--- src/rtl/rr_slot_arbiter.sv ---
// Round-robin arbiter with a per-grant time-slice limit.
// One requester owns the shared resource at a time. A grant ends when the
// owner drops its request or after MAX_HOLD consecutive cycles. The next
// owner is picked in the same edge, searching upward from the old owner + 1.
module rr_slot_arbiter #(
   parameter int NREQ      = 4,
   parameter int MAX_HOLD  = 4,
   localparam int IDW      = (NREQ > 1) ? $clog2(NREQ) : 1,
   localparam int HW       = (MAX_HOLD > 1) ? $clog2(MAX_HOLD) : 1
) (
   input  logic            clk,
   input  logic            rst,
   input  logic            en,
   input  logic [NREQ-1:0] req,
   output logic [NREQ-1:0] gnt,
   output logic            gnt_valid,
   output logic [IDW-1:0]  gnt_id,
   output logic [HW-1:0]   hold_cnt,
   output logic            expire
);

   typedef enum logic {IDLE = 1'b0, GRANT = 1'b1} state_t;

   localparam logic [HW-1:0]  HOLD_LAST = HW'(MAX_HOLD - 1);
   localparam logic [IDW-1:0] ID_LAST   = IDW'(NREQ - 1);

   // First requesting index at or after p, wrapping modulo NREQ.
   // Result is {found, index}.
   function automatic logic [IDW:0] pick_next(input logic [NREQ-1:0] r,
                                              input logic [IDW-1:0]  p);
      logic [IDW:0]   res;
      logic [IDW:0]   sum;
      logic [IDW-1:0] idx;
      res = '0;
      for (int i = 0; i < NREQ; i++) begin
         sum = {1'b0, p} + (IDW+1)'(i);
         if (sum >= (IDW+1)'(NREQ)) sum = sum - (IDW+1)'(NREQ);
         idx = sum[IDW-1:0];
         if (!res[IDW] && r[idx]) res = {1'b1, idx};
      end
      return res;
   endfunction

   function automatic logic [NREQ-1:0] onehot(input logic [IDW-1:0] k);
      logic [NREQ-1:0] v;
      v    = '0;
      v[k] = 1'b1;
      return v;
   endfunction

   state_t          state_q, state_d;
   logic [IDW-1:0]  owner_q, owner_d;
   logic [IDW-1:0]  ptr_q, ptr_d;
   logic [HW-1:0]   hold_q, hold_d;
   logic            expire_q, expire_d;
   logic [NREQ-1:0] gnt_q, gnt_d;

   logic            release_slot;
   logic [IDW-1:0]  ptr_after;
   logic [IDW:0]    sel_idle;
   logic [IDW:0]    sel_rel;

   // State register; asynchronous active-low reset drops any grant at once.
   always_ff @(posedge clk or negedge rst) begin
      if (!rst) begin
         state_q  <= IDLE;
         owner_q  <= '0;
         ptr_q    <= '0;
         hold_q   <= '0;
         expire_q <= 1'b0;
         gnt_q    <= '0;
      end else begin
         state_q  <= state_d;
         owner_q  <= owner_d;
         ptr_q    <= ptr_d;
         hold_q   <= hold_d;
         expire_q <= expire_d;
         gnt_q    <= gnt_d;
      end
   end

   // Next-state: release/expiry detection and same-edge re-arbitration.
   always_comb begin
      state_d      = state_q;
      owner_d      = owner_q;
      ptr_d        = ptr_q;
      hold_d       = hold_q;
      expire_d     = 1'b0;
      gnt_d        = gnt_q;
      release_slot = 1'b0;
      sel_idle     = pick_next(req, ptr_q);
      ptr_after    = (owner_q == ID_LAST) ? '0 : owner_q + 1'b1;
      sel_rel      = pick_next(req, ptr_after);

      case (state_q)
         IDLE: begin
            if (en && sel_idle[IDW]) begin
               state_d = GRANT;
               owner_d = sel_idle[IDW-1:0];
               hold_d  = '0;
               gnt_d   = onehot(sel_idle[IDW-1:0]);
            end
         end
         GRANT: begin
            if (!req[owner_q]) begin
               release_slot = 1'b1;
            end else if (hold_q == HOLD_LAST) begin
               release_slot = 1'b1;
               expire_d     = 1'b1;
            end else begin
               hold_d = hold_q + 1'b1;
            end

            // Rotation starts just past the departing owner, so it can only
            // win again when nobody else is asking.
            if (release_slot) begin
               ptr_d = ptr_after;
               if (en && sel_rel[IDW]) begin
                  owner_d = sel_rel[IDW-1:0];
                  hold_d  = '0;
                  gnt_d   = onehot(sel_rel[IDW-1:0]);
               end else begin
                  state_d = IDLE;
                  owner_d = '0;
                  hold_d  = '0;
                  gnt_d   = '0;
               end
            end
         end
         default: begin
            state_d = IDLE;
            owner_d = '0;
            hold_d  = '0;
            gnt_d   = '0;
         end
      endcase
   end

   assign gnt       = gnt_q;
   assign gnt_valid = |gnt_q;
   assign gnt_id    = owner_q;
   assign hold_cnt  = hold_q;
   assign expire    = expire_q;

endmodule

--- config.mk ---
export PLATFORM = sky130hd
export DESIGN_NAME = rr_slot_arbiter
export DESIGN_NICKNAME = d
export VERILOG_FILES = /design/src/rtl/rr_slot_arbiter.sv
export SDC_FILE = /design/constraint.sdc
export NUM_CORES = 1
export LEC_CHECK = 0
export CELL_PAD_IN_SITES_DETAIL_PLACEMENT = 0
export CELL_PAD_IN_SITES_GLOBAL_PLACEMENT = 1
export CORE_MARGIN = 2
export CORE_UTILIZATION = 40
export DETAILED_ROUTE_END_ITERATION = 6
export HOLD_SLACK_MARGIN = 0.08
export PLACE_DENSITY_LB_ADDON = 0.1
export RECOVER_POWER = 25
export SLEW_MARGIN = 20
export SYNTH_ARGS = -nofsm -noshare
export SYNTH_HDL_FRONTEND = slang
export SYNTH_SLANG_ARGS = --single-unit
--- constraint.sdc ---
create_clock -name clk -period 5.8 [get_ports clk]
set_clock_uncertainty 0.1 [all_clocks]
set_input_delay 0.87 -clock clk [delete_from_list [all_inputs] [get_ports clk]]
set_output_delay 0.87 -clock clk [all_outputs]
set_load 0.03 [all_outputs]
==> impl_metrics.ini, run 1 <==
[global_routing]
top_usage_layer = met2
grt_pass1_vias = 757
grt_use_met1_pct = 24.08
grt_max_degree = 18
antenna_found_initial = 0
grt_pass1_wl_mm = 3.381
gr-usage-met3_pct = 4.848
grtUsageTotal_pct = 17.41
grt_overflow = 0
use_met2_pct = 28.22

[placed_design]
hpwlAfterDp_mm = 1.374
place_inst = 129
gp_congestion = 0.7464
pre_cts_ws_ns = 2.863
numPortBuffers = 16

[synth]
yosys_warnings = 0
syn_avg_cell_area_um2 = 9.116
yosysUniqueCellTypes = 41
ys_ff_latch = 12
syn_nets = 100
synth_area_um2 = 829.5
yosysSeqAreaShare_pct = 36.20
syn-instance-count = 91

[worst_setup_path]
cp_top_family = buffers and inverters
cp-end-kind = output pin
cpMaxStageDelayCell = clkdlybuf4s50_1
max_stage_delay_ns = 0.60
crit_buf_inv = 1
required_ns = 4.83
crit_chain = or4_1, clkdlybuf4s50_1
rrSetupSlack_ns = 3.47
start_kind = register
crit_fanout = 3
cp_data_arrival_time_ns = 1.78
reg2reg_to = gnt[0]
worstRegToRegCells = 6
worstSetupPathType = reg -> out
r2r-start = gnt_id[0]

[min_path]
holdPathStages = 2
hold_path_startpoint = hold_cnt[1]
hold_path_class = reg -> reg
worstHoldEndpoint = hold_cnt[1]

[drt]
routedWlPerCell_um = 13.76
drc = 0
drt-pass1-iter-count = 4
viasPerCell = 5.662
routed_wl_mm = 1.830
drt_iter0_drc = 15
via_count = 753
drtAntennaViolNets = 0

[clocking]
cts_made_buffers = 3
postCtsSetupRepairBufs = 0
post_cts_resized = 0
clk_pin_slew_ns = 0.07
cts_tree = done
clk_path_buf_depth = 2
htree_levels = 1
clkLatencyLatePin_ns = 0.27
numClockSinks = 12
root_buffer = clkbuf_4
holdBufCountCts = 0

[final_layout]
nets = 116
syn_to_final_growth_pct = 24.43
layout-drive-gt1-share_pct = 8.491
multiInputGateArea_um2 = 494.2
antenna_cells = 0
fin_cells = 133
n_fill_cell = 212
final_common_cell = clkdlybuf4s50_1
final_cell_mix = 15 x clkdlybuf4s50_1, 12 x dfrtp_1, 10 x nand2_1, 9 x nor2_1
regArea_um2 = 300.3

[power_and_ir_drop]
switching_share_pct = 46.54
netSwitchingPower_w = 0.0002769
power.leakage_nw = 0.4094
p_int_w = 0.0003182
p_per_area_nw_per_um2 = 576.5
power_frac_seq_pct = 28.8
vdd_drop_max_mv = 0.2704
combPwrFrac_pct = 60.2
clkPwrFrac_pct = 11.0

[status]
status = finished clean

[sta]
worst_slew_pin_slew_ns = 0.7227
clock.fmax_ghz = 0.3636
relSlewSlack_pct = 51.19
period_minus_slack_ns = 2.750
setup_tns_ns = 0
hold_viol = 0
setup_viol = 0
layout_setup_ws_ns = 3.050
rsz0062_at_grt = no
drv_slew = 0
fin_crit_sh_pct = 47.41

[floorplanning]
boundaryPins = 17
rows = 16
chipHeight_um = 49.54
die_w_um = 49.54
dieArea_um2 = 2454
start_util_pct = 42.28
coreArea_um2 = 1962

[run]
cap_violations = 0
==> layout make-up <==
type	instances	area share, %
Multi-Input combinational cell	72	47.88
Sequential cell	12	29.09
Timing Repair Buffer	16	15.52
Clock buffer	4	3.515
Tap cell	27	3.273
Inverter	2	0.7273
==> power groups by stage <==
stage | clock, W | combinational [W] | sequential, W
after CTS | 0.0000683 | 0.000359 | 0.000171
after global placement | 0 | 0.000358 | 0.000174
after floorplan | 0 | 0.000231 | 0.000199
after global routing | 0.0000739 | 0.000397 | 0.000181
final | 0.0000652 | 0.000359 | 0.000171
after detailed placement | 0 | 0.000357 | 0.000173
==> cells in the mapped netlist <==
cell type  number  share of area (%)
a21o_1          1               0.91
a21oi_1         3                1.8
buf_2           1               0.60
buf_1           1               0.45
o32a_1          1                1.2
nor2b_1         1               0.75
o21ai_1         4                2.4
nand2_1        10                4.5
o21a_1          1               0.91
a31oi_1         4                3.0
dfrtp_1        12                 36
a311o_1         1                1.2
clkbuf_1        2               0.91
nand3_1         4                2.4
a221oi_1        1                1.1
nor2b_4         1                1.7
mux4_2          1                2.7
mux2_1          1                1.4
or4b_1          1                1.2
a21oi_4         1                2.0
a21boi_2        1                1.4
nand2b_1        2                1.5
nand4b_1        1                1.1
o31ai_1         1               0.91
buf_6           1                1.4
a211oi_1        1               0.91
nand3b_1        3                2.7
or4_1           1               0.91
nand4_1         1               0.75
o41ai_1         1                1.1
and2_1          1               0.75
ha_1            2                3.0
inv_1           2               0.91
and3_1          2                1.5
nor3_1          1               0.60
nor2_1          9                4.1
o211ai_1        3                2.7
o21ai_2         1                1.1
or3b_1          3                3.2
o41a_1          1                1.4
o311ai_0        1                1.1
==> cell families (layout without fill, tap and decap cells) <==
logic type / count (synthesis) / after routing / synth area share, %
buffers and inverters: 7 / 22 / 4.223
AOI/OAI and AO/OA: 27 / 27 / 24.89
and+or+nand+nor: 41 / 41 / 27.60
adders and majority gates: 2 / 2 / 3.016
muxes: 2 / 2 / 4.072
DFF: 12 / 12 / 36.20
==> flip-flops by register name (all words and copies together), names as in the netlist <==
signal,count
expire,1
state_q,1
hold_cnt,2
ptr_q,2
gnt,4
gnt_id,2
==> stage by stage <==
step	cell area, um^2	power [W]	hold slack [ns]	util [%]
6_report	1032	0.0005951	0.4567	52.61
4_1_cts	1032	0.0005990	0.4616	52.61
2_1_floorplan	829.5	0.0004307	0.4209	-
5_1_grt	1032	0.0006527	0.4734	52.61
3_5_place_dp	996.0	0.0005305	0.4477	50.77
3_3_place_gp	996.0	0.0005314	0.4458	50.77
==> worst max path at each step <==
stage	from	endpoint	slack [ns]	cells after the start
6_report	gnt[1]	gnt_valid	3.05	2
5_1_grt	gnt[1]	gnt_valid	2.96	2
3_3_place_gp	req[3]	gnt[0]	2.86	6
3_5_place_dp	req[3]	gnt[0]	2.86	6
2_1_floorplan	req[3]	gnt_id[0]	3.48	6
4_1_cts	gnt[1]	gnt_valid	3.04	2
==> worst min-delay path: stages, from the launching register on <==
cell and delay (ns):
dfrtp_1 0.40, nand2_1 0.06, o21ai_1 0.05
==> per-layer routing <==
metal  routed length (um)  vias up
li1                     -      379
met1                  904      359
met2                  849       15
met3                   77        0
met4                    0        0
met5                    0        -
(Power assumes the default switching activity.)
==> run 2, diff against run 1 <==
Settings changed: CORE_UTILIZATION 40 to 37.
Clock period 5.8 ns to 2.7 ns, I/O delays scaled along.
==> run 2 against run 1 <==
  * Global-route usage shrank 0.45 points
  * Non-clock buffer count grew 2
  * Clock power grew 120%
  * Setup slack lost 2.7 ns
  * Power grew 120%
  * Combinational power grew 120%
  * Via count shrank 0.53%
  * Sequential share of layout area shrank 0.45 points
  * Hold slack lost 0.019 ns
  * Critical endpoint is now gnt[0]
  * Largest cell class unchanged
==> impl_metrics.ini, run 2 (synthesis gave the netlist of run 1 again) <==
[floorplanning]
rows = 17
dieArea_um2 = 2637
boundaryPins = 17
die_w_um = 51.35
coreArea_um2 = 2170
chipHeight_um = 51.35
start_util_pct = 38.24

[worst_setup_path]
reg2reg_to = gnt[0]
cp_data_arrival_time_ns = 2.42
start_kind = register
cp-end-kind = register
crit_end = gnt[0]
required_ns = 2.80
rrSetupSlack_ns = 0.38
worstRegToRegCells = 6
worstSetupPathType = reg -> reg
crit_fanout = 10
r2r-start = gnt_id[0]
startpoint = gnt_id[0]

[clocking]
htree_levels = 1
cts_made_buffers = 3
holdBufCountCts = 0
clk_path_buf_depth = 2
cts_tree = done
postCtsSetupRepairBufs = 0
clkLatencyLatePin_ns = 0.28
numClockSinks = 12
clk_pin_slew_ns = 0.08
root_buffer = clkbuf_4
post_cts_resized = 0

[sta]
clock.fmax_ghz = 0.4310
relSlewSlack_pct = 64.84
fin_hold_ws_ns = 0.4381
period_minus_slack_ns = 2.320
hold_viol = 0
worst_slew_pin_slew_ns = 0.5257
setup_viol = 0
rsz0062_at_grt = no
drv_slew = 0
fin_crit_sh_pct = 85.93
setup_tns_ns = 0

[run]
cap_violations = 0

[min_path]
hold_path_class = in -> async

[placed_design]
numPortBuffers = 16
hpwlAfterDp_mm = 1.477
place_inst = 132
gp_congestion = 0.7709

[power_and_ir_drop]
vdd_drop_max_mv = 0.5690
netSwitchingPower_w = 0.0005998
p_per_area_nw_per_um2 = 1226
switching_share_pct = 46.66
power.leakage_nw = 0.4189
combPwrFrac_pct = 60.3
power_frac_seq_pct = 28.4
clkPwrFrac_pct = 11.2
p_int_w = 0.0006856

[final_layout]
layout-drive-gt1-share_pct = 10.19
final_cell_mix = 15 x clkdlybuf4s50_1, 12 x dfrtp_1, 10 x nand2_1, 9 x nor2_1
fin_cells = 136
nets = 118
largest_reg_flops = 4
final_common_cell = clkdlybuf4s50_1
antenna_cells = 0
syn_to_final_growth_pct = 26.40

[drt]
drtAntennaViolNets = 0
routedWlPerCell_um = 13.63
drt-pass1-iter-count = 4
drc = 0
drt_iter0_drc = 15
routed_wl_mm = 1.853
via_count = 749
viasPerCell = 5.507

[global_routing]
grt_pass1_wl_mm = 3.222
grt_max_degree = 18
antenna_found_initial = 0
grtUsageTotal_pct = 16.95
grt_pass1_vias = 715
grt_overflow = 0

[status]
status = finished clean
==> run 2: cell count changes in the layout (fill, tap and decap cells not counted), sizes merged <==
cell | before | now
buf | 0 | 2
==> run 2: area by class of cell <==
class                      count  area, um^2
multi-input combinational     72       494.2
timing repair buffer          18       175.2
tap                           28       35.03
inverter                       2       7.507
clock buffer                   4       36.28
fill                         230        1121
sequential                    12       300.3
==> run 2: critical path, stage by stage (launching register included) <==
cell      delay [ns]
dfrtp_1         0.50
ha_1            0.46
or4b_1          0.47
o21ai_2         0.09
a21boi_2        0.11
or3b_1          0.35
a31oi_1         0.16
==> run 2: power groups by stage <==
stage               clock (W)  sequential, W  combinational (W)
global route         0.000159       0.000386           0.000852
global placement            0       0.000371           0.000774
finish               0.000144       0.000366           0.000776
floorplan                   0       0.000429           0.000497
CTS                  0.000150       0.000368           0.000784
detailed placement          0       0.000373           0.000782
==> run 2: worst min-delay path by stage <==
stage / depth (start not counted) / endpoint / from / slack (ns)
global placement: 2 / gnt[1] / gnt[1] / 0.45
floorplan: 0 / expire / rst / 0.009
detailed placement: 2 / gnt[1] / gnt[1] / 0.46
global route: 1 / gnt[3] / rst / 0.49
finish: 1 / gnt[3] / rst / 0.44
CTS: 1 / gnt[3] / rst / 0.39
==> run 2: routing by layer <==
layer / GRT usage, % / wire length (um) / up-vias
met2: 28.35 / 875 / 14
li1: - / - / 378
met4: 7.895 / 23 / 0
met5: 0 / 0 / -
met3: 4.386 / 60 / 4
met1: 20.26 / 893 / 353
==> run 2: per-stage QoR <==
stage	setup slack [ns]	area (um^2)	util, %	total power (W)
3_3_place_gp	0.2447	1012	46.66	0.001145
6_report	0.3799	1049	48.33	0.001285
2_1_floorplan	0.4888	829.5	-	0.0009252
4_1_cts	0.3757	1049	48.33	0.001302
3_5_place_dp	0.2293	1012	46.66	0.001155
5_1_grt	0.2330	1049	48.33	0.001397
==> run 3, diff against run 2 <==
Settings changed: CORE_MARGIN 2 to unset.
==> run 3 against run 2 <==
  * Cell count increased by 1.5%
  * Clock power is 3% higher
  * Critical path depth shrank 4
  * Non-clock buffer count grew 3
  * Die area down 7.6%
  * Hold slack improved by 0.013 ns
  * Via count is 4.0% higher
  * Sequential power down 5%
==> impl_metrics.ini, run 3 (synthesis gave the netlist of run 1 again) <==
[global_routing]
gr-usage-met3_pct = 6.542
grt_overflow = 0
top_usage_layer = met2
grt_pass1_wl_mm = 3.332
use_met2_pct = 29.45
grt_pass1_vias = 713
grtUsageTotal_pct = 18.96
antenna_found_initial = 0
grt_use_met1_pct = 23.89
grt_max_degree = 18

[worst_setup_path]
cp_data_arrival_time_ns = 1.79
cp-end-kind = output pin
worstRegToRegCells = 6
rrSetupSlack_ns = 0.48
start_kind = register
reg2reg_to = gnt[0]
crit_fanout = 3
startpoint = gnt[1]
crit_end = gnt_valid
r2r-start = gnt_id[1]
worstSetupPathType = reg -> out
required_ns = 2.19

[power_and_ir_drop]
p_per_area_nw_per_um2 = 1218
total_power_w = 0.001303
switching_share_pct = 46.43
clkPwrFrac_pct = 11.4
netSwitchingPower_w = 0.0006048
power_frac_seq_pct = 26.8
combPwrFrac_pct = 61.8
power.leakage_nw = 0.4334
p_int_w = 0.0006978
vdd_drop_max_mv = 0.8324

[sta]
setup_tns_ns = 0
layout_setup_ws_ns = 0.4005
setup_viol = 0
clock.fmax_ghz = 0.4349
rsz0062_at_grt = no
hold_viol = 0
fin_crit_sh_pct = 85.17
drv_slew = 0
worst_slew_pin_slew_ns = 0.5899
relSlewSlack_pct = 60.54
period_minus_slack_ns = 2.299

[clocking]
numClockSinks = 12
root_buffer = clkbuf_4
post_cts_resized = 0
cts_tree = done
holdBufCountCts = 0
clk_path_buf_depth = 2
cts_made_buffers = 3
clk_pin_slew_ns = 0.08
postCtsSetupRepairBufs = 0
htree_levels = 1
clkLatencyLatePin_ns = 0.29

[drt]
drt_iter0_drc = 17
routed_wl_mm = 1.930
via_count = 779
drtAntennaViolNets = 0
drc = 0
routedWlPerCell_um = 13.99
viasPerCell = 5.645
drt-pass1-iter-count = 4

[floorplanning]
coreArea_um2 = 2042
boundaryPins = 17
start_util_pct = 40.63
chipHeight_um = 49.35
dieArea_um2 = 2435
die_w_um = 49.35
rows = 16

[placed_design]
hpwlAfterDp_mm = 1.446
numPortBuffers = 16
pre_cts_ws_ns = 0.2819
gp_congestion = 0.7883

[final_layout]
nets = 121
final_cell_mix = 15 x clkdlybuf4s50_1, 12 x dfrtp_1, 10 x nand2_1, 9 x nor2_1, 5 x buf_4
layout-drive-gt1-share_pct = 12.61
largest_reg_flops = 4
antenna_cells = 0
syn_to_final_growth_pct = 28.96
final_common_cell = clkdlybuf4s50_1
final_core_util_pct = 52.39

[run]
cap_violations = 0

[status]
status = finished clean

[min_path]
hold_path_class = in -> async
-- run 3: cell count changes in the layout (fill, tap and decap cells not counted), sizes merged --
| cell | before | now |
|---|---|---|
| buf | 2 | 5 |
-- run 3: area by class of cell --
type,instances,area [um^2]
fillers,209,972.2
multi-input cells,72,494.2
repair buffers,21,197.7
well taps,27,33.78
inverters,2,7.507
clock buffers,4,36.28
flip-flops and latches,12,300.3
-- run 3: power groups by stage --
stage	logic (W)	registers, W	clock network [W]
2_1_floorplan	0.000497	0.000429	0
3_3_place_gp	0.000800	0.000354	0
3_5_place_dp	0.000805	0.000352	0
4_1_cts	0.000810	0.000349	0.000153
5_1_grt	0.000888	0.000365	0.000163
6_report	0.000806	0.000349	0.000148
-- run 3: how the worst min path moves through the flow --
stage / startpoint / to / slack (ns) / cells after the start
floorplan: rst / expire / 0.009 / 0
global placement: hold_cnt[1] / hold_cnt[1] / 0.43 / 2
detailed placement: hold_cnt[1] / hold_cnt[1] / 0.44 / 2
CTS: rst / gnt[0] / 0.39 / 1
global route: rst / gnt[0] / 0.49 / 1
finish: rst / gnt[0] / 0.45 / 1
-- run 3: metal layers --
metal,wire [um],vias up
met2,887,23
li1,-,387
met5,0,-
met3,107,5
met1,906,364
met4,29,0
-- run 3: per-stage QoR --
stage / hold WS [ns] / instances / instance area [um^2]
detailed placement: 0.4379 / 134 / 1033
global placement: 0.4305 / 134 / 1033
finish: 0.4507 / 138 / 1070
global route: 0.4878 / 138 / 1070
floorplan: 0.009409 / 91 / 829.5
CTS: 0.3949 / 138 / 1070
-- run 3: worst max-delay path, stage by stage, from the launching register on --
cell             delay [ns]
dfrtp_1                0.40
or4_1                  0.51
clkdlybuf4s50_1        0.60
